===== src/rtl/counter_pkg.sv =====
// Shared mode encodings and the load-value clamp used by mod_counter.
// Pure declarations; no logic of its own.
package counter_pkg;

    localparam int MODE_WRAP    = 0;
    localparam int MODE_SAT     = 1;
    localparam int MODE_ONESHOT = 2;

    localparam int WIDTH_MAX    = 16;

    // Out-of-range load values collapse onto the top of the count range.
    function automatic int clamp_mod(input int value, input int modulus);
        return (value >= modulus) ? (modulus - 1) : value;
    endfunction

endpackage


===== src/rtl/mod_counter_next.sv =====
// Combinational next-count step for mod_counter: +1/-1 with wrap or hold at the
// terminal value. Zero latency; carries no state and no flow control.
module mod_counter_next
    import counter_pkg::*;
#(
    parameter int WIDTH   = 3,
    parameter int MODULUS = 8,
    parameter int MODE    = MODE_WRAP
) (
    input  logic [WIDTH-1:0] num,
    input  logic             up,
    output logic [WIDTH-1:0] nxt,
    output logic             wrap,
    output logic             term
);

    // One spare bit so MODULUS = 2**WIDTH never overflows the compare or step.
    localparam logic [WIDTH:0] LAST = (WIDTH+1)'(MODULUS - 1);
    localparam logic [WIDTH:0] ONE  = (WIDTH+1)'(1);

    logic [WIDTH:0] num_x;
    logic [WIDTH:0] nxt_x;

    assign num_x = {1'b0, num};

    always_comb begin
        term  = up ? (num_x == LAST) : (num_x == '0);
        wrap  = 1'b0;
        nxt_x = num_x;
        if (term) begin
            if (MODE == MODE_WRAP) begin
                wrap  = 1'b1;
                nxt_x = up ? '0 : LAST;
            end
        end else begin
            nxt_x = up ? (num_x + ONE) : (num_x - ONE);
        end
    end

    assign nxt = WIDTH'(nxt_x);

endmodule


===== src/rtl/mod_counter.sv =====
// Modulo-N up/down counter with load, terminal count, carry pulse and one-shot.
// One-edge latency for load/count; EN is active-low and simply holds the count.
module mod_counter
    import counter_pkg::*;
#(
    parameter int WIDTH   = 3,
    parameter int MODULUS = 8,
    parameter int MODE    = MODE_WRAP
) (
    input  logic             CLK,
    input  logic             CLR,
    input  logic             EN,
    input  logic             UP,
    input  logic             LOAD,
    input  logic [WIDTH-1:0] DIN,
    output logic [WIDTH-1:0] num,
    output logic             TC,
    output logic             CO,
    output logic             DONE
);

    if (WIDTH < 1 || WIDTH > WIDTH_MAX) begin : g_bad_width
        $fatal(1, "mod_counter: WIDTH=%0d outside 1..%0d", WIDTH, WIDTH_MAX);
    end
    if (MODULUS < 2 || MODULUS > (1 << WIDTH)) begin : g_bad_modulus
        $fatal(1, "mod_counter: MODULUS=%0d outside 2..2**WIDTH", MODULUS);
    end
    if (MODE != MODE_WRAP && MODE != MODE_SAT && MODE != MODE_ONESHOT) begin : g_bad_mode
        $fatal(1, "mod_counter: MODE=%0d is not a known run mode", MODE);
    end

    logic [WIDTH-1:0] num_q, num_d;
    logic             co_q, co_d;
    logic             done_q, done_d;

    logic [WIDTH-1:0] step_nxt;
    logic             step_wrap;
    logic             step_term;

    mod_counter_next #(
        .WIDTH   (WIDTH),
        .MODULUS (MODULUS),
        .MODE    (MODE)
    ) u_next (
        .num  (num_q),
        .up   (UP),
        .nxt  (step_nxt),
        .wrap (step_wrap),
        .term (step_term)
    );

    always_comb begin
        num_d  = num_q;
        co_d   = 1'b0;
        done_d = done_q;
        if (LOAD) begin
            num_d  = WIDTH'(clamp_mod(int'(DIN), MODULUS));
            done_d = 1'b0;
        end else if (MODE == MODE_ONESHOT && done_q) begin
            // A finished one-shot is parked until LOAD or CLR.
            num_d = num_q;
        end else if (!EN) begin
            num_d = step_nxt;
            if (MODE == MODE_WRAP) begin
                co_d = step_wrap;
            end
            if (MODE == MODE_ONESHOT && step_term) begin
                done_d = 1'b1;
            end
        end
    end

    always_ff @(posedge CLK or negedge CLR) begin
        if (!CLR) begin
            num_q  <= '0;
            co_q   <= 1'b0;
            done_q <= 1'b0;
        end else begin
            num_q  <= num_d;
            co_q   <= co_d;
            done_q <= done_d;
        end
    end

    assign num  = num_q;
    assign CO   = co_q;
    assign DONE = done_q;
    assign TC   = ~EN & step_term;

endmodule


===== config.mk =====
export PLATFORM = sky130hd
export DESIGN_NAME = mod_counter
export DESIGN_NICKNAME = d
export VERILOG_FILES = /design/src/rtl/counter_pkg.sv /design/src/rtl/mod_counter_next.sv /design/src/rtl/mod_counter.sv
export SDC_FILE = /design/constraint.sdc
export NUM_CORES = 1
export LEC_CHECK = 0
export BUFFER_PORTS_ARGS = -buffer_cell sky130_fd_sc_hd__buf_2
export CORE_AREA = 2 2 39 41
export CTS_CLUSTER_DIAMETER = 150
export DETAILED_ROUTE_END_ITERATION = 8
export DIE_AREA = 0 0 41 43
export PLACE_DENSITY_LB_ADDON = 0.25
export SYNTH_ARGS = -nofsm -noshare
export SYNTH_HDL_FRONTEND = slang
export SYNTH_SLANG_ARGS = --single-unit

===== constraint.sdc =====
create_clock -name CLK -period 2.2 [get_ports CLK]
set_clock_uncertainty 0.1 [all_clocks]
set_input_delay 0.44 -clock CLK [delete_from_list [all_inputs] [get_ports CLK]]
set_output_delay 0.44 -clock CLK [all_outputs]
set_load 0.01 [all_outputs]

# After elaboration in Yosys (flattened, before gate mapping)
# Cells that the tools add are included.
dict set report totals {
  elab_cells 18
  register_bits 4
  output_inout_bits 6
}
dict set report classes {
  bitwise_logic 2
  eq_ne 2
  n_addsub 2
  mux 9
  reduce_logical 1
}
# operator count
set op_table {}
lappend op_table {{$mux W3} 5}
lappend op_table {{$logic_not A4 Y1} 1}
lappend op_table {{$mux W1} 4}
lappend op_table {{$add A3 B1 Y3 const B} 1}
lappend op_table {{$eq A3 B3 Y1 const B} 1}
lappend op_table {{$sub A3 B1 Y3 const B} 1}
lappend op_table {{$ne A2 B1 Y1 const B} 1}
lappend op_table {{$and A1 B1 Y1} 1}
lappend op_table {{$not A1 Y1} 1}

# Depth between registers and ports, before layout
# Gate-level depths: netlist (run 1).
dict set report logic_depth {
  ltp_word 5
  ltp_mapped 6
  ltp_nobuf 6
}

# By module
# A second synthesis (run 1) with hierarchy kept.
dict set report hier_totals {
  hier_cells 37
  hier_area_um2 336.6
}
# module instances cells_per_inst area_each_um2
set by_module_without_submodules {}
lappend by_module_without_submodules {mod_counter 1 18 192.7}
lappend by_module_without_submodules {mod_counter_next 1 19 143.9}

# Worst setup path before layout (run 1)
# No wires, ideal clock.
dict set report synth_timing {
  path_type {input-to-reg}
  startpoint {input UP}
  endpoint {register num_q[2] (netlist: num[2])}
  t_required_ns 2.024
  n_path_buf 0
  stages 6
  arrival_ns 1.573
  slack_ns 0.450
  path_cell_list {inv_1 > fa_1 > inv_1 > nor4_1 > or4_1 > o21ai_1}
}
dict set report synth_between {
  elab_chain_cells 4
  elab_cells_between_ends 6
  cone_classes {6 x mux}
}
# element line
set synth_lines {}
lappend synth_lines {{start: declaration} mod_counter.sv:13} ;# input logic UP,
lappend synth_lines {{$mux W3, or another cell as far along} mod_counter_next.sv:36} ;# nxt_x = up ? (num_x + ONE) : (num_x - ONE);
lappend synth_lines {{$mux W3 *} mod_counter_next.sv:30} ;# if (term) begin
lappend synth_lines {{$mux W3 *} mod_counter.sv:62} ;# end else if (!EN) begin
lappend synth_lines {{$mux W3 *} mod_counter.sv:56} ;# if (LOAD) begin
lappend synth_lines {{end signal: assignment} mod_counter.sv:79} ;# num_q <= num_d;
lappend synth_lines {{end: declaration} mod_counter.sv:32} ;# logic [WIDTH-1:0] num_q, num_d;
# Mark *: on every way between the ends. The rest lies on a longest branch, timed or not. The select of a mux whose other input is x is not followed.
# A chain may end at the register's enable or synchronous reset.

# Worst setup path after layout (run 1)
dict set report layout_timing {
  startpoint {register num_q[0] (netlist: num[0])}
  endpoint {output TC}
}
dict set report layout_between {
  elab_chain_cells 3
  elab_cells_between_ends 4
  cone_classes {1 x eq/ne; 1 x mux; 1 x bitwise; 1 x reduce/logical}
}
# element line
set layout_lines {}
lappend layout_lines {{$eq A3 B3 Y1 / $logic_not A4 Y1 (equally long branches)} mod_counter_next.sv:27} ;# term = up ? (num_x == LAST) : (num_x == '0);
lappend layout_lines {{$mux W1 *} mod_counter_next.sv:27}
lappend layout_lines {{$and A1 B1 Y1 *} mod_counter.sv:88} ;# assign TC = ~EN & step_term;
lappend layout_lines {{end: declaration} mod_counter.sv:17} ;# output logic TC,
# Mark *: on every way between the ends. The rest lies on a longest branch, timed or not.

==> summary.txt, run 1 <==
Timing
  • Final slew viol count: 0
  • Final period util: 84.1%
  • Final setup viols: 0
  • Setup_tns: 0 ns
  • Max Clock Freq: 541 MHz
  • Hold Vio Cnt, Final: 0
  • RSZ-0062 raised after global routing: no
  • Final min period: 1.85 ns

Drt
  • Drt drc: 0
  • Post-Route WL: 680 µm
  • Final ANT Viol Nets: 0
  • Vias per cell: 4.18
  • First-pass DRT Iterations: 2
  • DR vias: 276
  • Wire per inst: 10.3 µm
  • Starting DRT DRC Count: 1

Yosys
  • Cell Area, Synth: 289 µm²
  • Avg Inst Size Synth: 8.03 µm²
  • Share of the synthesized area in the top cell type: 34.6%
  • Warning count from the yosys run: 0
  • Syn nets: 45
  • Post-Synthesis Cells: 36
  • Post-synth EDFFs: 0
  • Post-synthesis cell type count: 22
  • Synth top area cells: dfrtp_1, a21oi_1, fa_1
  • Seq cells post-synth: 4
  • Count leader, synth: a21oi_1
  • Post-synth top cells: a21oi_1, dfrtp_1, nand2_1, nor2_1
  • FFs w/ async S/R, synth: 100%
  • Cell taking the most area after synthesis: dfrtp_1
  • Seq/Total Area, Yosys: 34.6%
  • Top FF cell, synth: dfrtp_1

Job
  • Max Cap Viol: 0

Clocking
  • # H-tree levels: 1
  • Clock latency at the later pin of the worst-skew pair: 0.23 ns
  • Root buf cell: clkbuf_4
  • Total CTS buffers: 3
  • Worst-path clk slew: 0.04 ns
  • Clock sinks: 4
  • CTS max path bufs: 2
  • CTS tree: yes

Die
  • Core area: 0.00138 mm²
  • Die W: 41 µm
  • Num rows: 14
  • Die area: 0.00176 mm²
  • Die height: 43 µm
  • Ports: 14
  • Starting Density: 20.9%

Placed design
  • Hpwl dp: 523 µm
  • Placed Area: 358 µm²
  • Inst Count DP: 62
  • PortBufs: 12
  • Routability cong.: 0.732

Worst setup path
  • CP peak stage delay: 0.45 ns
  • Crit path max-delay family: flip-flops
  • Worst Setup End Kind: output port
  • Critical Path AT: 1.31 ns
  • Max Fanout on Critical Path: 6
  • CP bufs+invs: 1
  • Critical Path Slowest Stage Cell: dfrtp_1
  • Startpoint types: flop
  • Req. time, crit path: 1.66 ns
  • CP Class: flop to output port
  • Crit path cell chain: nor3_1 > a21oi_1 > nor2_1 > buf_2

Global routing
  • Vias in the first global route: 256
  • Gr ovfl total: 0
  • Initial antenna violation count: 0
  • First-pass GRT wire length: 1020 µm
  • Largest net degree at the start of global routing: 9
  • Total GRT Usage: 8.84%

Final layout
  • Fin nets: 61
  • Layout cells sized above 1: 36.0%
  • Filler-free cell count of the finished design: 66
  • Final Util: 28.2%
  • # diodes: 0
  • Layout filler cell count: 155
  • Post-route cell area: 390 µm²
  • Synth-to-layout area growth: 35.1%

Power and ir drop
  • PwrDens: 682 mW/mm²
  • Leakage power: 0.193 nW
  • Max IR drop VDD: 156 µV

Min path
  • Hold WC Path Type: input port to flop

Run status
  • Outcome: complete, no violations
==> where the power goes <==
part | internal, mW | leakage, nW | switching [mW] | total (mW)
Combinational | 0.0359 | 0.130 | 0.0418 | 0.0777
Clock | 0.0611 | 0.0138 | 0.0311 | 0.0922
Sequential | 0.0818 | 0.0495 | 0.0147 | 0.0965
Total | 0.179 | 0.193 | 0.0875 | 0.266
==> metrics by stage <==
stage / worst slack, ns / power (mW) / hold slack (ns)
after floorplan: 0.450 / 0.147 / 0.0444
after CTS: 0.341 / 0.272 / 0.316
after global placement: 0.202 / 0.173 / 0.149
final: 0.351 / 0.266 / 0.320
after global routing: 0.280 / 0.288 / 0.332
after detailed placement: 0.196 / 0.174 / 0.156
==> placed cells by master, fill, tap and decap left out <==
cell and n:
buf_2 12, a21oi_1 5, dfrtp_1 4, nor2_1 3, nand2_1 3, clkbuf_4 3
inv_1 2, nor3_1 2, xor2_1 2, inv_2 1, nand3_2 1, nor2_2 1
o21ai_0 1, nor4_1 1, or4_1 1, nand3_1 1, a22oi_1 1, o21ai_1 1
a211o_1 1, nor2b_1 1, fa_1 1, conb_1 1, dlygate4sd3_1 1
==> state kept, by name, summed over array words and instances, names as in the netlist <==
name	flops
CO	1
num	3
==> final timing paths <==
path                       startpoint     end  slack [ns]  cells past startpoint
max                            num[0]      TC        0.35                      4
max reg2reg                    num[0]  num[2]        0.42                      5
min reg2reg                    num[1]  num[1]        0.58                      2
min in group asynchronous         CLR  num[2]        0.44                      2
min                            DIN[0]  num[0]        0.32                      3
max in group asynchronous         CLR      CO        1.43                      2
==> cell type report <==
class / instances / area [µm²] / area share (%)
Sequential cell: 4 / 100 / 25.6
Inverter: 3 / 11.3 / 2.88
Timing Repair Buffer: 13 / 70.1 / 17.9
Multi-Input combinational cell: 27 / 166 / 42.6
Tap cell: 16 / 20.0 / 5.13
Clock buffer: 3 / 22.5 / 5.77
==> per-layer routing <==
metal	global-route usage, %	share of wire (%)	vias up
li1	-	-	152
met2	10.6	46	6
met3	0	3.5	0
met1	12.6	50	118
met5	0	0	-
met4	10.0	0	0
==> worst register-to-register path, stage by stage, from the launching register on <==
cell     delay, ns
dfrtp_1       0.45
fa_1          0.47
inv_1         0.09
nor4_1        0.04
or4_1         0.40
o21ai_1       0.15
==> cell families after synthesis <==
group	Yosys count	synth area share (%)
AOI/OAI and AO/OA	9	17.7
xor gates and xnor gates	2	6.06
adders and majority gates	1	6.93
buffers and inverters	5	7.79
DFF	4	34.6
other	1	1.30
and+or+nand+nor	14	25.5
==> what timing repair did <==
action | 4_1_cts | 5_1_grt
gates resized for setup | 0 | 0
hold endpoints to repair | 4 | 0
hold buffers | 1 | 0
setup buffers | 0 | 0
Note: power is estimated with default switching activity, not from simulation.
==> inputs of run 2 (changes only) <==
==> constraint.sdc (replaced) <==
create_clock -name CLK -period 1.7 [get_ports CLK]
set_clock_uncertainty 0.1 [all_clocks]
set_input_delay 0.34 -clock CLK [delete_from_list [all_inputs] [get_ports CLK]]
set_output_delay 0.34 -clock CLK [all_outputs]
set_load 0.01 [all_outputs]
==> run 2 against run 1 <==
  * Via count up 19%
  * First-iteration DRC count rose to 4.0 times the previous value
  * Cell area is 23% higher
  * Worst setup slack lost 0.33 ns
  * Combinational power increased by 90%
  * Non-clock buffer count rose by 6
  * Flip-flop and latch count unchanged
  * Die area did not move
==> summary.txt, run 2 (synthesis gave the netlist of run 1 again) <==
Final layout
  • Final Util: 34.6% (was 28.2%)
  • Max FFs per register: 3 (unchanged)
  • Most frequent cells in the layout: buf_2, buf_4, a21oi_1 (was buf_2, a21oi_1, dfrtp_1)
  • Multi-input logic area: 200 µm² (was 166 µm²)
  • Layout cells sized above 1: 52.6% (was 36.0%)
  • Fin nets: 67 (was 61)
  • Storage cell area: 103 µm² (was 100 µm²)
  • # diodes: 0 (unchanged)
  • Filler-free cell count of the finished design: 73 (was 66)
  • Synth-to-layout area growth: 65.8% (was 35.1%)
  • Layout filler cell count: 152 (was 155)
  • Most common cell after layout, fill and taps aside: buf_2 (unchanged)

Clocking
  • Root buf cell: clkbuf_4 (unchanged)
  • Total CTS buffers: 3 (unchanged)
  • Worst-path clk slew: 0.04 ns (about the same)
  • Clock sinks: 4 (unchanged)
  • CTS max path bufs: 2 (unchanged)
  • CTS tree: yes (unchanged)
  • # H-tree levels: 1 (unchanged)
  • Clock latency at the later pin of the worst-skew pair: 0.24 ns (was 0.23 ns)

Drt
  • Drt drc: 0 (unchanged)
  • First-pass DRT Iterations: 2 (unchanged)
  • Wire per inst: 10.1 µm (was 10.3 µm)
  • DR vias: 328 (was 276)
  • Post-Route WL: 739 µm (was 680 µm)
  • Starting DRT DRC Count: 4 (was 1)
  • Final ANT Viol Nets: 0 (unchanged)
  • Vias per cell: 4.49 (was 4.18)

Worst setup path
  • R2R depth: 5 (unchanged)
  • Worst Setup End Kind: output port (unchanged)
  • Critical Path AT: 1.24 ns (was 1.31 ns)
  • FF-to-FF End: num[2] (unchanged)
  • CP peak stage delay: 0.42 ns (was 0.45 ns)
  • Crit Reg-Reg Startpoint: num[0] (unchanged)
  • Critical Path Slowest Stage Cell: dfrtp_2 (was dfrtp_1)
  • Startpoint types: flop (unchanged)
  • Max Fanout on Critical Path: 4 (was 6)
  • Req. time, crit path: 1.26 ns (was 1.66 ns)
  • Flop-to-flop setup slack: 0.08 ns (was 0.42 ns)
  • Crit path cell chain: buf_6 > nor3_4 > a21oi_2 > nor2_1 > buf_2 (was nor3_1 > a21oi_1 > nor2_1 > buf_2)
  • CP Class: flop to output port (unchanged)

Die
  • Starting Density: 20.9% (unchanged)
  • Die height: 43 µm (unchanged)
  • Ports: 14 (unchanged)
  • Core area: 0.00138 mm² (unchanged)
  • Die area: 0.00176 mm² (unchanged)
  • Die W: 41 µm (unchanged)
  • Num rows: 14 (unchanged)

Global routing
  • Largest net degree at the start of global routing: 9 (unchanged)
  • Vias in the first global route: 301 (was 256)
  • Gr ovfl total: 0 (unchanged)
  • Initial antenna violation count: 0 (unchanged)
  • First-pass GRT wire length: 1180 µm (was 1020 µm)
  • Total GRT Usage: 10.3% (was 8.84%)

Timing
  • Hold Vio Cnt, Final: 0 (unchanged)
  • Max Clock Freq: 594 MHz
  • Final slew viol count: 0 (unchanged)
  • RSZ-0062 raised after global routing: yes (was no)
  • Hold WS: 0.223 ns (was 0.320 ns)
  • Final min period: 1.68 ns
  • Final setup viols: 0 (unchanged)
  • Final period util: 99.0%

Min path
  • Endpoint, Worst Hold: num[0] (unchanged)
  • Hold WC Path Type: input port to flop (unchanged)
  • Worst Hold Launch: DIN[0] (unchanged)
  • Cells on Worst Hold Path: 3 (unchanged)

Placed design
  • Hpwl dp: 550 µm (was 523 µm)
  • Inst Count DP: 66 (was 62)
  • PortBufs: 12 (unchanged)
  • Routability cong.: 0.730 (was 0.732)

Job
  • Max Cap Viol: 0 (unchanged)

Power and ir drop
  • Leakage power: 0.227 nW (was 0.193 nW)
  • Power, Total: 0.403 mW (was 0.266 mW)
  • PwrDens: 841 mW/mm² (was 682 mW/mm²)
  • Max IR drop VDD: 390 µV (was 156 µV)

Run status
  • Outcome: complete, no violations (unchanged)
==> run 2: where the power goes <==
part / switching [mW] / internal, mW / total (mW)
combinational: 0.0743 / 0.0737 / 0.148
clock: 0.0428 / 0.0883 / 0.131
sequential: 0.0164 / 0.107 / 0.124
==> run 2: worst max-delay path, delay by kind of cell (launching register included) <==
| kind | cells | cell delay (ns) |
|---|---|---|
| buffers and inverters | 2 | 0.27 |
| DFF | 1 | 0.42 |
| AOI/OAI and AO/OA | 1 | 0.09 |
| and+or+nand+nor | 2 | 0.23 |
==> run 2: area by class of cell <==
class                      instances  share of cell area (%)
clock buffer                       4                    5.48
inverter                           3                    2.35
multi-input combinational         27                    41.8
sequential                         4                    21.4
tap                               16                    4.18
timing repair buffer              19                    24.8
==> run 2: repair_timing <==
action / CTS / global route
cloned: 0 / 0
buffers inserted: 0 / 2
endpoints found under the hold margin: 4 / 0
endpoints found under the setup margin: 1 / 2
gates resized for setup: 5 / 4
pin swaps: 1 / 2
hold buffers: 1 / 0
==> run 2: layer usage <==
layer | wire length, µm | up-vias | GRT usage [%]
met5 | 0 | - | 0
met4 | 0 | 0 | 4.00
met3 | 38 | 0 | 6.28
met2 | 390 | 9 | 14.4
met1 | 311 | 154 | 12.4
li1 | - | 165 | -
==> run 2: per-stage QoR <==
step,setup slack [ns],TNS (ns),area [µm²]
after global placement,-0.0631,-0.0631,389
final,0.0166,0,479
after detailed placement,-0.0879,-0.0879,389
after floorplan,0.000420,0,290
after CTS,0.00883,0,445
after global routing,-0.0395,-0.0395,479
==> run 2: how the worst max path moves through the flow <==
stage | startpoint | to | slack (ns)
finish | num[0] | TC | 0.02
global route | num[0] | TC | -0.04
CTS | num[0] | num[2] | 0.009
detailed placement | UP | num[2] | -0.09
global placement | UP | num[2] | -0.06
floorplan | num[0] | num[2] | 0.0004
==> inputs of run 3 (changes only) <==
--- a/config.mk
+++ b/config.mk
@@ -5,12 +5,13 @@
 export SDC_FILE = /design/constraint.sdc
 export NUM_CORES = 1
 export LEC_CHECK = 0
-export BUFFER_PORTS_ARGS = -buffer_cell sky130_fd_sc_hd__buf_2
+export BUFFER_PORTS_ARGS = -buffer_cell sky130_fd_sc_hd__buf_4
 export CORE_AREA = 2 2 39 41
 export CTS_CLUSTER_DIAMETER = 150
 export DETAILED_ROUTE_END_ITERATION = 8
 export DIE_AREA = 0 0 41 43
 export PLACE_DENSITY_LB_ADDON = 0.25
+export SLEW_MARGIN = 25
 export SYNTH_ARGS = -nofsm -noshare
 export SYNTH_HDL_FRONTEND = slang
 export SYNTH_SLANG_ARGS = --single-unit
==> run 3 against run 2 <==
  * Global-route usage down 1.1 points
  * Flip-flop and latch count unchanged
  * Clock-buffer cell count unchanged
  * Utilization up 0.54 points
==> summary.txt, run 3 (synthesis gave the netlist of run 1 again) <==
Run status
  • Outcome: complete, no violations (unchanged)

Power and ir drop
  • Switching pwr: 0.130 mW (was 0.133 mW)
  • Leakage power: 0.230 nW (was 0.227 nW)
  • Combinational share of power: 36.7% (was 36.8%)
  • Int Power: 0.275 mW (was 0.269 mW)
  • Clock power share: 33.0% (was 32.5%)
  • Sequential Power Share: 30.3% (was 30.7%)
  • Max IR drop VDD: 357 µV (was 390 µV)
  • Switching Fraction: 32.0% (was 33.1%)
  • PwrDens: 830 mW/mm² (was 841 mW/mm²)

Final layout
  • Most frequent cells in the layout: buf_4, a21oi_1, nor2_1, nand2_1, clkbuf_4 (was buf_2, buf_4, a21oi_1)
  • # diodes: 0 (unchanged)
  • Most common cell after layout, fill and taps aside: buf_4 (was buf_2)
  • Filler-free cell count of the finished design: 72 (was 73)
  • Fin nets: 66 (was 67)
  • Layout cells sized above 1: 50.0% (was 52.6%)
  • Layout filler cell count: 145 (was 152)
  • Max FFs per register: 3 (unchanged)
  • Synth-to-layout area growth: 68.4% (was 65.8%)
  • Post-route cell area: 487 µm² (was 479 µm²)

Clocking
  • Total CTS buffers: 3 (unchanged)
  • CTS max path bufs: 2 (unchanged)
  • Worst-path clk slew: 0.04 ns (about the same)
  • Clock sinks: 4 (unchanged)
  • # H-tree levels: 1 (unchanged)
  • Root buf cell: clkbuf_4 (unchanged)
  • CTS tree: yes (unchanged)
  • Clock latency at the later pin of the worst-skew pair: 0.24 ns (about the same)

Timing
  • Hold Vio Cnt, Final: 0 (unchanged)
  • Max Clock Freq: 597 MHz (was 594 MHz)
  • Final min period: 1.68 ns (about the same)
  • Final critical-path setup slack: 0.0250 ns (was 0.0166 ns)
  • Final period util: 98.5% (was 99.0%)
  • Setup_tns: 0 ns (unchanged)
  • Final slew viol count: 0 (unchanged)
  • RSZ-0062 raised after global routing: yes (unchanged)
  • Final setup viols: 0 (unchanged)

Worst setup path
  • Startpoint types: flop (unchanged)
  • CP peak stage delay: 0.42 ns (about the same)
  • CP bufs+invs: 2 (unchanged)
  • CP Class: flop to output port (unchanged)
  • Max Fanout on Critical Path: 4 (unchanged)
  • Critical Path AT: 1.24 ns (about the same)
  • Req. time, crit path: 1.26 ns (about the same)
  • Worst Setup End Kind: output port (unchanged)
  • Crit path cell chain: buf_6 > nor3_4 > a21oi_2 > nor2_1 > buf_4 (was buf_6 > nor3_4 > a21oi_2 > nor2_1 > buf_2)
  • Crit path max-delay family: flip-flops (unchanged)
  • Critical Path Slowest Stage Cell: dfrtp_2 (unchanged)

Die
  • Core area: 0.00138 mm² (unchanged)
  • Die area: 0.00176 mm² (unchanged)
  • Num rows: 14 (unchanged)
  • Die W: 41 µm (unchanged)
  • Ports: 14 (unchanged)
  • Die height: 43 µm (unchanged)
  • Starting Density: 20.9% (unchanged)

Drt
  • Wire per inst: 9.89 µm (was 10.1 µm)
  • DR vias: 319 (was 328)
  • Vias per cell: 4.43 (was 4.49)
  • Starting DRT DRC Count: 0 (was 4)
  • First-pass DRT Iterations: 1 (was 2)
  • Drt drc: 0 (unchanged)
  • Post-Route WL: 712 µm (was 739 µm)
  • Final ANT Viol Nets: 0 (unchanged)

Global routing
  • Initial antenna violation count: 0 (unchanged)
  • Largest net degree at the start of global routing: 9 (unchanged)
  • Total GRT Usage: 9.15% (was 10.3%)
  • First-pass GRT wire length: 1080 µm (was 1180 µm)
  • Vias in the first global route: 269 (was 301)
  • Gr ovfl total: 0 (unchanged)

Placed design
  • Routability cong.: 0.704 (was 0.730)
  • Hpwl dp: 550 µm (unchanged)
  • Worst slack at placement: -0.0544 ns (was -0.0879 ns)
  • Inst Count DP: 66 (unchanged)
  • PortBufs: 12 (unchanged)
  • Placed Area: 419 µm² (was 389 µm²)

Job
  • Max Cap Viol: 0 (unchanged)

Min path
  • Hold WC Path Type: input port to flop (unchanged)
run 3: cell types whose count changed in the layout (fill, tap and decap cells not counted), sizes merged:
cell,before,now
buf,18,17
run 3: layer usage:
layer  track usage [%]  vias to the layer above  routed length [µm]
met1              11.7                      149                 319
met2              13.4                        9                 342
met5                 0                        -                   0
met4              2.00                        0                   0
li1                  -                      161                   -
met3              4.71                        0                  50
run 3: cell type report:
| cell class | instances | area (µm²) | share of cell area [%] |
|---|---|---|---|
| multi-input combinational | 27 | 185 | 38.0 |
| clock buffer | 4 | 26.3 | 5.40 |
| tap | 16 | 20.0 | 4.11 |
| sequential | 4 | 103 | 21.1 |
| timing repair buffer | 18 | 141 | 29.0 |
| inverter | 3 | 11.3 | 2.31 |
run 3: per-stage QoR:
step	hold WS [ns]	util, %	total power, mW
floorplan	-0.0556	-	0.191
global placement	0.0397	30.3	0.253
detailed placement	0.0393	30.3	0.254
CTS	0.200	34.4	0.404
global route	0.229	35.2	0.432
finish	0.207	35.2	0.404
run 3: worst paths after layout:
path / start / to / slack [ns] / cells past startpoint
setup / recovery: num[0] / TC / 0.02 / 5
hold / removal: DIN[0] / num[0] / 0.21 / 3
setup reg to reg: num[0] / num[2] / 0.04 / 5
hold reg to reg: num[2] / num[2] / 0.61 / 2
max in group asynchronous: CLR / num[2] / 1.06 / 2
min in group asynchronous: CLR / num[0] / 0.33 / 2
run 3: worst min-delay path: cells and delay by family:
| family | cells | cell delay, ns |
|---|---|---|
| simple gates | 1 | 0.04 |
| buf+inv | 1 | 0.07 |
| compound gates | 1 | 0.06 |
run 3: repair_timing:
action | CTS | global route
endpoints found under the hold margin | 4 | 0
hold buffers | 1 | 0
setup endpoints to repair | 1 | 2
gates resized for setup | 5 | 1
setup buffers | 0 | 1
pin swaps | 1 | 1
run 3: power groups by stage:
stage	logic [mW]	registers, mW	clock network (mW)
final	0.148	0.123	0.133
after global routing	0.164	0.125	0.143
after CTS	0.143	0.123	0.138
after detailed placement	0.133	0.121	0
after global placement	0.133	0.121	0
after floorplan	0.0625	0.129	0
